**config.mk**
```make
export PLATFORM = sky130hd
export DESIGN_NAME = rrf_alloc_ctrl
export DESIGN_NICKNAME = d
export VERILOG_FILES = /design/src/rtl/rrf_alloc_ctrl.sv
export SDC_FILE = /design/constraint.sdc
export NUM_CORES = 1
export LEC_CHECK = 0
export ABC_AREA = 1
export ABC_CLOCK_PERIOD_IN_PS = 8850
export CORE_ASPECT_RATIO = 0.5
export CORE_UTILIZATION = 43
export DETAILED_ROUTE_END_ITERATION = 10
export DONT_BUFFER_PORTS = 1
export PLACE_DENSITY_LB_ADDON = 0.08
export SYNTH_ARGS = -nofsm -noshare
export SYNTH_HDL_FRONTEND = slang
export SYNTH_SLANG_ARGS = --single-unit
```
**constraint.sdc**
```tcl
create_clock -name clk -period 8.85 [get_ports clk]
set_input_delay 1.77 -clock clk [delete_from_list [all_inputs] [get_ports clk]]
set_output_delay 1.77 -clock clk [all_outputs]
set_load 0.1 [all_outputs]
```
**src/rtl/rrf_alloc_ctrl.sv**
```systemverilog
// rtl/rrf_alloc_ctrl.sv - rename register file tag allocation, commit reclamation and flush recovery
module rrf_alloc_ctrl #(
    parameter int RRF_ENT_NUM = 64,
    parameter int RRF_ENT_SEL = 6,
    parameter int CNT_W       = 7
) (
    input  logic                   clk,
    input  logic                   rst_n,
    input  logic                   i_dp_req_1,
    input  logic                   i_dp_req_2,
    input  logic                   i_dp_stall,
    output logic                   o_alloc_ok,
    output logic [RRF_ENT_SEL-1:0] o_alloc_rrftag_1,
    output logic [RRF_ENT_SEL-1:0] o_alloc_rrftag_2,
    output logic                   o_rrf_full,
    output logic [CNT_W-1:0]       o_free_num,
    input  logic                   i_com_vld_1,
    input  logic                   i_com_vld_2,
    output logic [RRF_ENT_SEL-1:0] o_com_ptr_1,
    output logic [RRF_ENT_SEL-1:0] o_com_ptr_2,
    input  logic                   i_flush,
    input  logic [RRF_ENT_SEL-1:0] i_flush_rrftag
);
    logic [RRF_ENT_SEL-1:0] freeptr;
    logic [RRF_ENT_SEL-1:0] comptr;
    logic [RRF_ENT_SEL-1:0] comptr_nxt;
    logic [RRF_ENT_SEL-1:0] flush_dist;
    logic [RRF_ENT_SEL-1:0] flush_off;
    logic [CNT_W-1:0]       free_num;
    logic [CNT_W-1:0]       free_num_nxt;
    logic [CNT_W-1:0]       req_num;
    logic [CNT_W-1:0]       com_num;
    logic [CNT_W-1:0]       used_num;

    assign req_num = CNT_W'(i_dp_req_1) + CNT_W'(i_dp_req_2);
    assign com_num = CNT_W'(i_com_vld_1) + CNT_W'(i_com_vld_2);

    assign o_alloc_rrftag_1 = freeptr;
    assign o_alloc_rrftag_2 = freeptr + RRF_ENT_SEL'(i_dp_req_1);
    // Only the registered count is trusted; entries freed this cycle become usable next cycle.
    assign o_rrf_full = (free_num < req_num);
    assign o_alloc_ok = (req_num != '0) && !o_rrf_full && !i_dp_stall && !i_flush;
    assign o_free_num = free_num;

    assign o_com_ptr_1 = comptr;
    assign o_com_ptr_2 = comptr + RRF_ENT_SEL'(1);

    assign comptr_nxt = comptr + RRF_ENT_SEL'(com_num);
    assign flush_dist = i_flush_rrftag - comptr_nxt;
    assign flush_off  = i_flush_rrftag - comptr;
    assign used_num   = CNT_W'(RRF_ENT_NUM) - free_num;

    always_comb begin
        free_num_nxt = free_num + com_num - (o_alloc_ok ? req_num : '0);
        if (i_flush) begin
            // Surviving entries span comptr_nxt up to the flush tag; everything else is free.
            if (i_flush_rrftag == freeptr) begin
                free_num_nxt = free_num + com_num;
            end else begin
                free_num_nxt = CNT_W'(RRF_ENT_NUM) - CNT_W'(flush_dist);
            end
        end
    end

    always_ff @(posedge clk) begin
        if (!rst_n) begin
            freeptr  <= '0;
            comptr   <= '0;
            free_num <= CNT_W'(RRF_ENT_NUM);
        end else begin
            if (i_flush) begin
                freeptr <= i_flush_rrftag;
            end else if (o_alloc_ok) begin
                freeptr <= freeptr + RRF_ENT_SEL'(req_num);
            end
            comptr   <= comptr_nxt;
            free_num <= free_num_nxt;
            assert (i_com_vld_1 || !i_com_vld_2);
            assert (com_num <= used_num);
            assert (!i_flush || (CNT_W'(flush_off) <= used_num));
        end
    end
endmodule

```
# After elaboration in Yosys (flattened, before gate mapping)
# Cells that the tools add are included.
totals:
  register_bits: 19
  wordCells: 28
  in_bits: 14
  out_inout_bits: 33
classes:
  eq_ne: 1
  n_addsub: 10
  n_lt_le_gt_ge: 1
  muxes: 5
  n_reduce_logical: 8
op_table:
  columns: ["cell", "n"]
  rows:
  - ["two-way mux 7 bit", 2]
  - ["adder 6 x 2 -> 6 bit", 2]
  - ["two-way mux 6 bit", 2]
  - ["adder 7 x 2 -> 7 bit", 1]
  - ["< comparator 7 x 2 -> 1 bit", 1]
  - ["nonzero test 7 bit", 1]
  - ["subtractor 7 x 2 -> 7 bit", 1]
  - ["subtractor 7 x 6 -> 7 bit (first input constant)", 1]
  - ["adder 6 x 1 -> 6 bit", 1]
  - ["adder 6 x 1 -> 6 bit (second input constant)", 1]
  - ["equality test 6 bit", 1]
  - ["subtractor 6 bit", 1]
  - ["adder 1 x 1 -> 2 bit", 2]
  - ["logical AND 1 bit", 3]
  - ["logical NOT 1 bit", 3]
  - ["two-way mux 2 bit", 1]
  - ["nonzero test 2 bit", 1]

# Depth between registers and ports, before layout
# Gate-level depths: netlist of the first run.
logic_depth:
  ltp_word: 9
  depth_mapped: 21
  mapped_depth_nobuf: 21

# Worst setup path before layout of the first run
# No wires, ideal clock.
synth_path:
  kind: "in2out"
  from: "input port i_dp_req_1"
  to: "output port o_alloc_ok"
  t_arrival_ns: 3.765
  slack_ns: 3.315
  required_time_ns: 7.080
  path_stages: 9
  path_buffers: 0
  path_cell_list: "ha_1 inv_1 ha_1 o21ai_0 nand4_1 inv_1 nor3_1 inv_1 nor2_4"
synth_via:
  elab_chain_cells: 6
  elab_cells_between_ends: 7
  classes_between: "1 x add/sub; 1 x order compare; 5 x reduce/logical"
synth_rtl:
  columns: ["item", "line_no", "text"]
  rows:
  - ["start, declared", "9", "input logic i_dp_req_1,"]
  - ["adder 1 x 1 -> 2 bit", "35", "assign req_num = CNT_W'(i_dp_req_1) + CNT_W'(i_dp_req_2);"]
  - ["< comparator 7 x 2 -> 1 bit", "41", "assign o_rrf_full = (free_num < req_num);"]
  - ["via o_rrf_full", "15", "output logic o_rrf_full,"]
  - ["logical NOT 1 bit", "42", "assign o_alloc_ok = (req_num != '0) && !o_rrf_full && !i_dp_stall && !i_flush;"]
  - ["logical AND 1 bit (3 in a row)", "42", null]
  - ["end, declared", "12", "output logic o_alloc_ok,"]
# The timed path passes the listed nets, and every way through them passes these cells.

# Worst setup path in the final report of the first run
# Ends and elaborated chain as after synthesis.

==> impl_metrics.yaml, run 1 <==
setup_path:
  rr_endpoint: "o_free_num[6]"
  path_max_fanout: 6
  setup.worst_path.start_class: "input port"
  cp_cell_sequence: "ha_1 -> inv_1 -> ha_1 -> o21ai_0 -> nand4_1 -> inv_1 -> nor3_1 -> inv_1 -> nor2_4"
  r2r_slack_ns: 4.24
  worstPathRequired_ns: 7.08
  critPathCaptureType: "output port"
  cpPeakStageDelay_ns: 0.58
  cp.depth: 9
  rr_startpoint: "o_free_num[1]"
  cpMostUsedCell: "inv_1"
  cp.buffers_inverters: 3
  endpoint: "o_alloc_ok"
  criticalPathCategory: "input port to output port"
  reg2reg_depth: 19
  crit_start: "i_dp_req_1"
  path_delay_family: "simple AND/OR/NAND/NOR gates"
  arrival_ns: 3.93
  cp_slowest_cell: "nor2_4"
global_routing:
  first_global_vias: 1715
  grt_overflow: 0
  antenna_found_initial: 0
  grt_max_degree: 16
  grt_pass1_wl_mm: 8.14
  grtUsageTotal_pct: 21.6
floorplan:
  fp.dieH_um: 49.6
  rows: 16
  die_area_um2: 4830
  design.portCount: 47
  fp.dieW_um: 97.3
  start_util_pct: 47.3
  core_um2: 4120
clocking:
  hold_buffers: 0
  h-tree-depth: 1
  cts_resized: 0
  worstSkewPairLatency_ns: 0.26
  clockBufferDepth: 2
  cts_tree: "yes"
  cts_made_buffers: 3
  cts.sinks: 19
  cts_setup_buffers: 0
  cts.clk_slew.worst_paths_ns: 0.08
  clockRootBuffer: "clkbuf_8"
sta:
  fin_ws_ns: 3.15
  finalCriticalPeriod_ns: 5.70
  hold_viol_final: 0
  finalSetupViolCount: 0
  worst_pin_slew_ns: 1.16
  rsz0062_at_grt: "no"
  period_share_pct: 64.4
  slew_viol_final: 0
  timing.fmax_mhz: 176
  setup_tns_ns: 0
  finalClockSkew_ns: 0.00296
  slew_headroom_pct: 22.6
  holdWs_ns: 0.770
synthesis:
  synth_edf_count: 0
  synth_area_um2: 1950
  synth_seq_cells: 19
  yosys_warnings: 0
  async_reset_ff_share_pct: 0
  ys.flop_type: "dfxtp_1"
  synth_top_cell_area_share_pct: 19.5
  yosysMostFrequentCell: "inv_1"
  yosys-top-cells-count: "56 x inv_1, 52 x nand2_1, 34 x nor2_1"
  synth_cell_types: 33
  synth_area_leader_cell: "dfxtp_1"
  syn_area_per_cell_um2: 6.73
  seq_area_frac_synth_pct: 19.5
  synthTopCellsByArea: "dfxtp_1 19%, ha_1 13%, inv_1 11%"
  synthesis.nets: 329
  synthCells: 290
route:
  drtIter0Drc: 93
  via_count: 1803
  drc: 0
  wl_mm: 4.83
  drt_pass1_iterations: 4
  routedWlPerCell_um: 13.7
  ant_nets: 0
  viasPerCell: 5.14
layout:
  nNetsFinal: 337
  diodes: 0
  syn2layout_area_growth_pct: 10.5
  layoutNonFillerInstCount: 351
  drive_gt1_share_pct: 9.43
pwr:
  powerDensity_nw_per_um2: 217
  leakagePower_uw: 0.00108
  ir_drop_uv: 121
outcome:
  status: "finished clean"
place:
  post-dp-hpwl_mm: 4.00
  routabilityCongestion: 0.896
  dpl_worst_slack_ns: 3.13
  dp_cells: 347
  io_buffer_count: 0
worst_hold_path:
  hp-class: "register to register"
job:
  cap_violations: 0
## worst min-delay path by stage
| stage | start | end | slack, ns | cells after the start |
|---|---|---|---|---|
| 3_3_place_gp | o_alloc_rrftag_1[4] | o_alloc_rrftag_1[4] | 0.76 | 3 |
| 5_1_grt | o_alloc_rrftag_1[5] | o_alloc_rrftag_1[5] | 0.80 | 3 |
| 6_report | o_alloc_rrftag_1[3] | o_alloc_rrftag_1[3] | 0.77 | 3 |
| 4_1_cts | o_alloc_rrftag_1[3] | o_alloc_rrftag_1[3] | 0.77 | 3 |
| 2_1_floorplan | o_alloc_rrftag_1[0] | o_alloc_rrftag_1[0] | 0.97 | 2 |
| 3_5_place_dp | o_alloc_rrftag_1[5] | o_alloc_rrftag_1[5] | 0.76 | 3 |
## kinds of logic after synthesis
group           count (synthesis)  share of synthesized area, %
xor+xnor                       25                          11.2
fa+ha+maj                      25                          18.0
compound gates                 33                          10.3
buf+inv                        61                          12.0
flops                          19                          19.5
simple gates                  127                          29.0
## power breakdown
group | leakage [µW] | total, µW | switching [µW] | internal [µW]
combinational | 0.000903 | 233 | 166 | 67.5
sequential | 0.000157 | 171 | 74.3 | 96.5
clock | 0.0000228 | 64.6 | 32.5 | 32.1
## worst register-to-register path: cells and delay by family (launching register included)
| family | cells | cell delay (ns) |
|---|---|---|
| DFF | 1 | 1.03 |
| adders and majority gates | 3 | 0.70 |
| buffers and inverters | 5 | 0.87 |
| and+or+nand+nor | 10 | 1.76 |
| AOI/OAI and AO/OA | 1 | 0.15 |
## registers in the layout (all words and copies together), names as in the netlist
signal,flops
o_alloc_rrftag_1,6
o_com_ptr_1,6
o_free_num,7
## placed cells by master (no fill, tap or decap), types with 5 or more instances in the layout
cell type  Yosys  layout
a21oi_1       12      12
buf_4          1       7
dfxtp_1       19      19
fa_1           5       5
ha_1          20      20
inv_1         56      56
nand2_1       52      52
nand3_1       23      23
nor2_1        34      34
o21ai_0        8       8
xor2_1        21      13
xor2_2         0       8
## per-stage QoR
stage,cell area [µm²],utilization (%),total power (µW)
after floorplan,1950,-,368
after global placement,2110,51.2,402
after detailed placement,2110,51.2,404
after CTS,2160,52.3,470
after global routing,2160,52.3,503
final,2160,52.3,469
## cell type report
| class | count | area [µm²] |
|---|---|---|
| Clock buffer | 4 | 45.0 |
| Fill cell | 411 | 1970 |
| Inverter | 57 | 214 |
| Multi-Input combinational cell | 210 | 1400 |
| Sequential cell | 19 | 380 |
| Tap cell | 54 | 67.6 |
| Timing Repair Buffer | 7 | 52.6 |
## layer usage
layer | global-route usage (%) | part of all wire [%]
met1 | 31.9 | 52
met2 | 32.3 | 39
met3 | 6.10 | 9.3
met4 | 2.21 | 0.31
met5 | 0 | 0
(Power assumes the default switching activity.)
==> run 2: changes to the inputs <==
- ABC_CLOCK_PERIOD_IN_PS: 8850 -> 4750
- clock period: 8.85 -> 4.75 ns (I/O delays scaled with it)
==> impl_metrics.yaml, run 2 (synthesis gave the netlist of run 1 again) <==
route:
  drtIter0Drc: 94
  routedWlPerCell_um: 13.0
  viasPerCell: 4.92
  ant_nets: 0
  drt_pass1_iterations: 4
  via_count: 1825
  wl_mm: 4.82
  drc: 0
setup_path:
  criticalPathCategory: "input port to register"
  setup.worst_path.start_class: "input port"
  worstPathRequired_ns: 4.94
  cp.buffers_inverters: 3
  cp_slowest_cell: "fa_1"
  arrival_ns: 3.65
  cpPeakStageDelay_ns: 0.55
  path_max_fanout: 3
  cp_cell_sequence: "ha_1 -> ha_1 -> inv_1 -> fa_1 -> inv_1 -> fa_1 -> xnor2_1 -> inv_1 -> nand3_1 -> nand3b_1 -> nor2_1 -> nand3_1 -> nand3_1 -> nand2_1 -> a21oi_2"
  critPathCaptureType: "register"
  path_delay_family: "adder cells"
global_routing:
  antenna_found_initial: 0
  grt_pass1_wl_mm: 8.28
  grt_max_degree: 16
  first_global_vias: 1733
  grtUsageTotal_pct: 21.9
  grt_overflow: 0
clocking:
  worstSkewPairLatency_ns: 0.26
  cts_made_buffers: 3
  cts_setup_buffers: 0
  h-tree-depth: 1
  cts.clk_slew.worst_paths_ns: 0.08
  clockBufferDepth: 2
  cts_tree: "yes"
  cts.sinks: 19
  hold_buffers: 0
  cts_resized: 0
  clockRootBuffer: "clkbuf_8"
floorplan:
  start_util_pct: 47.3
  fp.dieH_um: 49.6
  die_area_um2: 4830
  fp.dieW_um: 97.3
  rows: 16
  design.portCount: 47
  core_um2: 4120
sta:
  rsz0062_at_grt: "no"
  slew_headroom_pct: 21.4
  slew_viol_final: 0
  finalCriticalPeriod_ns: 3.46
  finalSetupViolCount: 0
  hold_viol_final: 0
  worst_pin_slew_ns: 1.18
  timing.fmax_mhz: 289
  setup_tns_ns: 0
  finalClockSkew_ns: 0.00277
  period_share_pct: 72.8
pwr:
  leakagePower_uw: 0.00119
  ir_drop_uv: 202
  powerDensity_nw_per_um2: 391
job:
  cap_violations: 0
layout:
  drive_gt1_share_pct: 15.1
  largest_register_ffs: 7
  fillerInstances: 420
  layout_common_cells: "56 x inv_1, 52 x nand2_1, 34 x nor2_1"
  final_common_cell: "inv_1"
  final_area_um2: 2310
  diodes: 0
  syn2layout_area_growth_pct: 18.2
  nNetsFinal: 357
place:
  post-dp-hpwl_mm: 4.05
  io_buffer_count: 0
  routabilityCongestion: 0.870
  place_area_um2: 2260
worst_hold_path:
  hp-class: "register to register"
outcome:
  status: "finished clean"
[run 2: cell count changes in the layout (fill, tap and decap cells not counted)]
cell	before	now
buf_4	7	27
[run 2: power breakdown]
| group | internal, µW | switching (µW) | total, µW |
|---|---|---|---|
| sequential | 180 | 16.4 | 196 |
| clock | 59.8 | 57.8 | 118 |
| combinational | 151 | 437 | 588 |
[run 2: through the flow]
stage | hold WS, ns | instances | total power, µW | setup slack, ns | util, %
after floorplan | 0.965 | 290 | 686 | 0.335 | -
after global placement | 0.567 | 367 | 780 | 1.07 | 54.8
after detailed placement | 0.587 | 367 | 785 | 1.01 | 54.8
after CTS | 0.598 | 371 | 907 | 1.29 | 55.9
after global routing | 0.621 | 371 | 965 | 1.05 | 55.9
final | 0.595 | 371 | 902 | 1.29 | 55.9
[run 2: tightest hold or removal path: cells and delay by family (launching register included)]
family / cells / cell delay [ns]
DFF: 1 / 0.37
and+or+nand+nor: 1 / 0.09
AOI/OAI and AO/OA: 1 / 0.08
[run 2: routing by layer]
| metal | up-vias | wire, µm | share of wire (%) | global-route usage [%] |
|---|---|---|---|---|
| met5 | - | 0 | 0 | 0 |
| met4 | 0 | 4 | 0.083 | 1.47 |
| met3 | 2 | 562 | 12 | 6.81 |
| met2 | 58 | 1790 | 37 | 31.2 |
| met1 | 794 | 2460 | 51 | 33.4 |
| li1 | 971 | - | - | - |
[run 2: path summary, 6_finish.rpt]
check,to,start,slack (ns),depth (start not counted)
min reg2reg,o_alloc_rrftag_1[4],o_alloc_rrftag_1[4],0.59,2
min,o_alloc_rrftag_1[4],o_alloc_rrftag_1[4],0.59,2
max reg2reg,o_free_num[5],o_free_num[5],1.92,17
max,o_free_num[5],i_com_vld_1,1.29,15
[run 2: area by class of cell]
class                           count  area [µm²]  area share, %
Inverter                           57         214           9.28
Sequential cell                    19         380           16.5
Clock buffer                        4        45.0           1.95
Timing Repair Buffer               27         203           8.79
Tap cell                           54        67.6           2.93
Multi-Input combinational cell    210        1400           60.6
==> run 3: changes to the inputs <==
- ABC_CLOCK_PERIOD_IN_PS: 4750 -> 3500
- clock period: 4.75 -> 3.5 ns (I/O delays scaled with it)
==> impl_metrics.yaml, run 3 (synthesis gave the netlist of run 1 again) <==
sta:
  rsz0062_at_grt: "no"
  finalSetupViolCount: 0
  slew_headroom_pct: 67.8
  finalClockSkew_ns: 0.00633
  timing.fmax_mhz: 320
  period_share_pct: 89.4
  fin_ws_ns: 0.371
  worst_pin_slew_ns: 0.480
  finalCriticalPeriod_ns: 3.13
  holdWs_ns: 0.529
  slew_viol_final: 0
  hold_viol_final: 0
global_routing:
  first_global_vias: 1870
  gr-usage-met3_pct: 6.10
  met1_usage_pct: 32.6
  grtUsageTotal_pct: 22.6
  grt_overflow: 0
  antenna_found_initial: 0
  grt_pass1_wl_mm: 8.61
  use_met2_pct: 34.3
  busiest_layer: "met2"
  grt_max_degree: 16
setup_path:
  arrival_ns: 3.26
  critPathCaptureType: "register"
  cp.buffers_inverters: 3
  path_max_fanout: 3
  criticalPathCategory: "input port to register"
  worstPathRequired_ns: 3.63
  cpPeakStageDelay_ns: 0.53
  path_delay_family: "adder cells"
  cp_slowest_cell: "fa_1"
  setup.worst_path.start_class: "input port"
  cp_cell_sequence: "ha_1 -> ha_1 -> inv_1 -> fa_1 -> inv_1 -> fa_1 -> xnor2_1 -> inv_1 -> nand3_1 -> nand3b_1 -> nor2_1 -> nand3_1 -> nand3_1 -> nand2_1 -> a21oi_2"
place:
  post-dp-hpwl_mm: 4.21
  routabilityCongestion: 0.868
  place_area_um2: 2360
  dpl_worst_slack_ns: 0.117
  io_buffer_count: 0
route:
  drtIter0Drc: 206
  drt_pass1_iterations: 4
  viasPerCell: 5.05
  drc: 0
  ant_nets: 0
  via_count: 1905
  wl_mm: 5.05
  routedWlPerCell_um: 13.4
clocking:
  cts.clk_slew.worst_paths_ns: 0.07
  cts_resized: 0
  hold_buffers: 0
  clockRootBuffer: "clkbuf_8"
  cts_setup_buffers: 0
  clockBufferDepth: 2
  h-tree-depth: 1
  cts_made_buffers: 3
  cts.sinks: 19
  worstSkewPairLatency_ns: 0.26
  cts_tree: "yes"
floorplan:
  core_um2: 4120
  fp.dieW_um: 97.3
  die_area_um2: 4830
  design.portCount: 47
  rows: 16
  start_util_pct: 47.3
  fp.dieH_um: 49.6
layout:
  diodes: 0
  fillerInstances: 393
  layout_common_cells: "52 x inv_1, 52 x nand2_1, 33 x buf_4"
  drive_gt1_share_pct: 20.7
  largest_register_ffs: 7
  syn2layout_area_growth_pct: 23.2
  final_area_um2: 2400
  nNetsFinal: 363
outcome:
  status: "finished clean"
pwr:
  powerDensity_nw_per_um2: 529
  leakagePower_uw: 0.00121
  ir_drop_uv: 237
job:
  cap_violations: 0
worst_hold_path:
  hp-class: "input port to register"
==> run 3: path summary, 6_finish.rpt <==
| kind | startpoint | to | slack (ns) | cells past startpoint |
|---|---|---|---|---|
| max | i_com_vld_1 | o_free_num[5] | 0.37 | 15 |
| min | i_flush | o_free_num[4] | 0.53 | 1 |
| max reg2reg | o_free_num[1] | o_free_num[6] | 0.72 | 19 |
| min reg2reg | o_alloc_rrftag_1[3] | o_alloc_rrftag_1[3] | 0.55 | 2 |
==> run 3: area by class of cell <==
type,instances,area (µm²),area share (%)
inverter,57,220,9.16
timing repair buffer,33,248,10.3
tap,54,67.6,2.81
sequential,19,382,15.9
multi-input combinational,210,1440,60.0
clock buffer,4,45.0,1.87
==> run 3: per-stage QoR <==
step	instances	utilization, %	TNS (ns)	total power, µW
after global routing	377	58.3	0	1360
final	377	58.3	0	1270
after floorplan	290	-	-2.64	950
after global placement	373	57.2	0	1100
after CTS	377	58.3	0	1270
after detailed placement	373	57.2	0	1110
==> run 3: power breakdown <==
group	internal (µW)	leakage [µW]	switching (µW)
clock network	81.2	0.0000228	78.6
registers	245	0.000157	21.1
logic	223	0.00103	623
==> run 3: routing by layer <==
layer | vias up | routed length, µm
met5 | - | 0
met3 | 2 | 446
met4 | 0 | 29
met2 | 80 | 2010
li1 | 980 | -
met1 | 843 | 2560
==> run 3: worst reg2reg max path: cells and delay by family (launching register included) <==
| family | cells | cell delay (ns) |
|---|---|---|
| buf+inv | 5 | 0.43 |
| flops | 1 | 0.34 |
| compound gates | 2 | 0.20 |
| fa+ha+maj | 3 | 0.69 |
| simple gates | 9 | 1.00 |
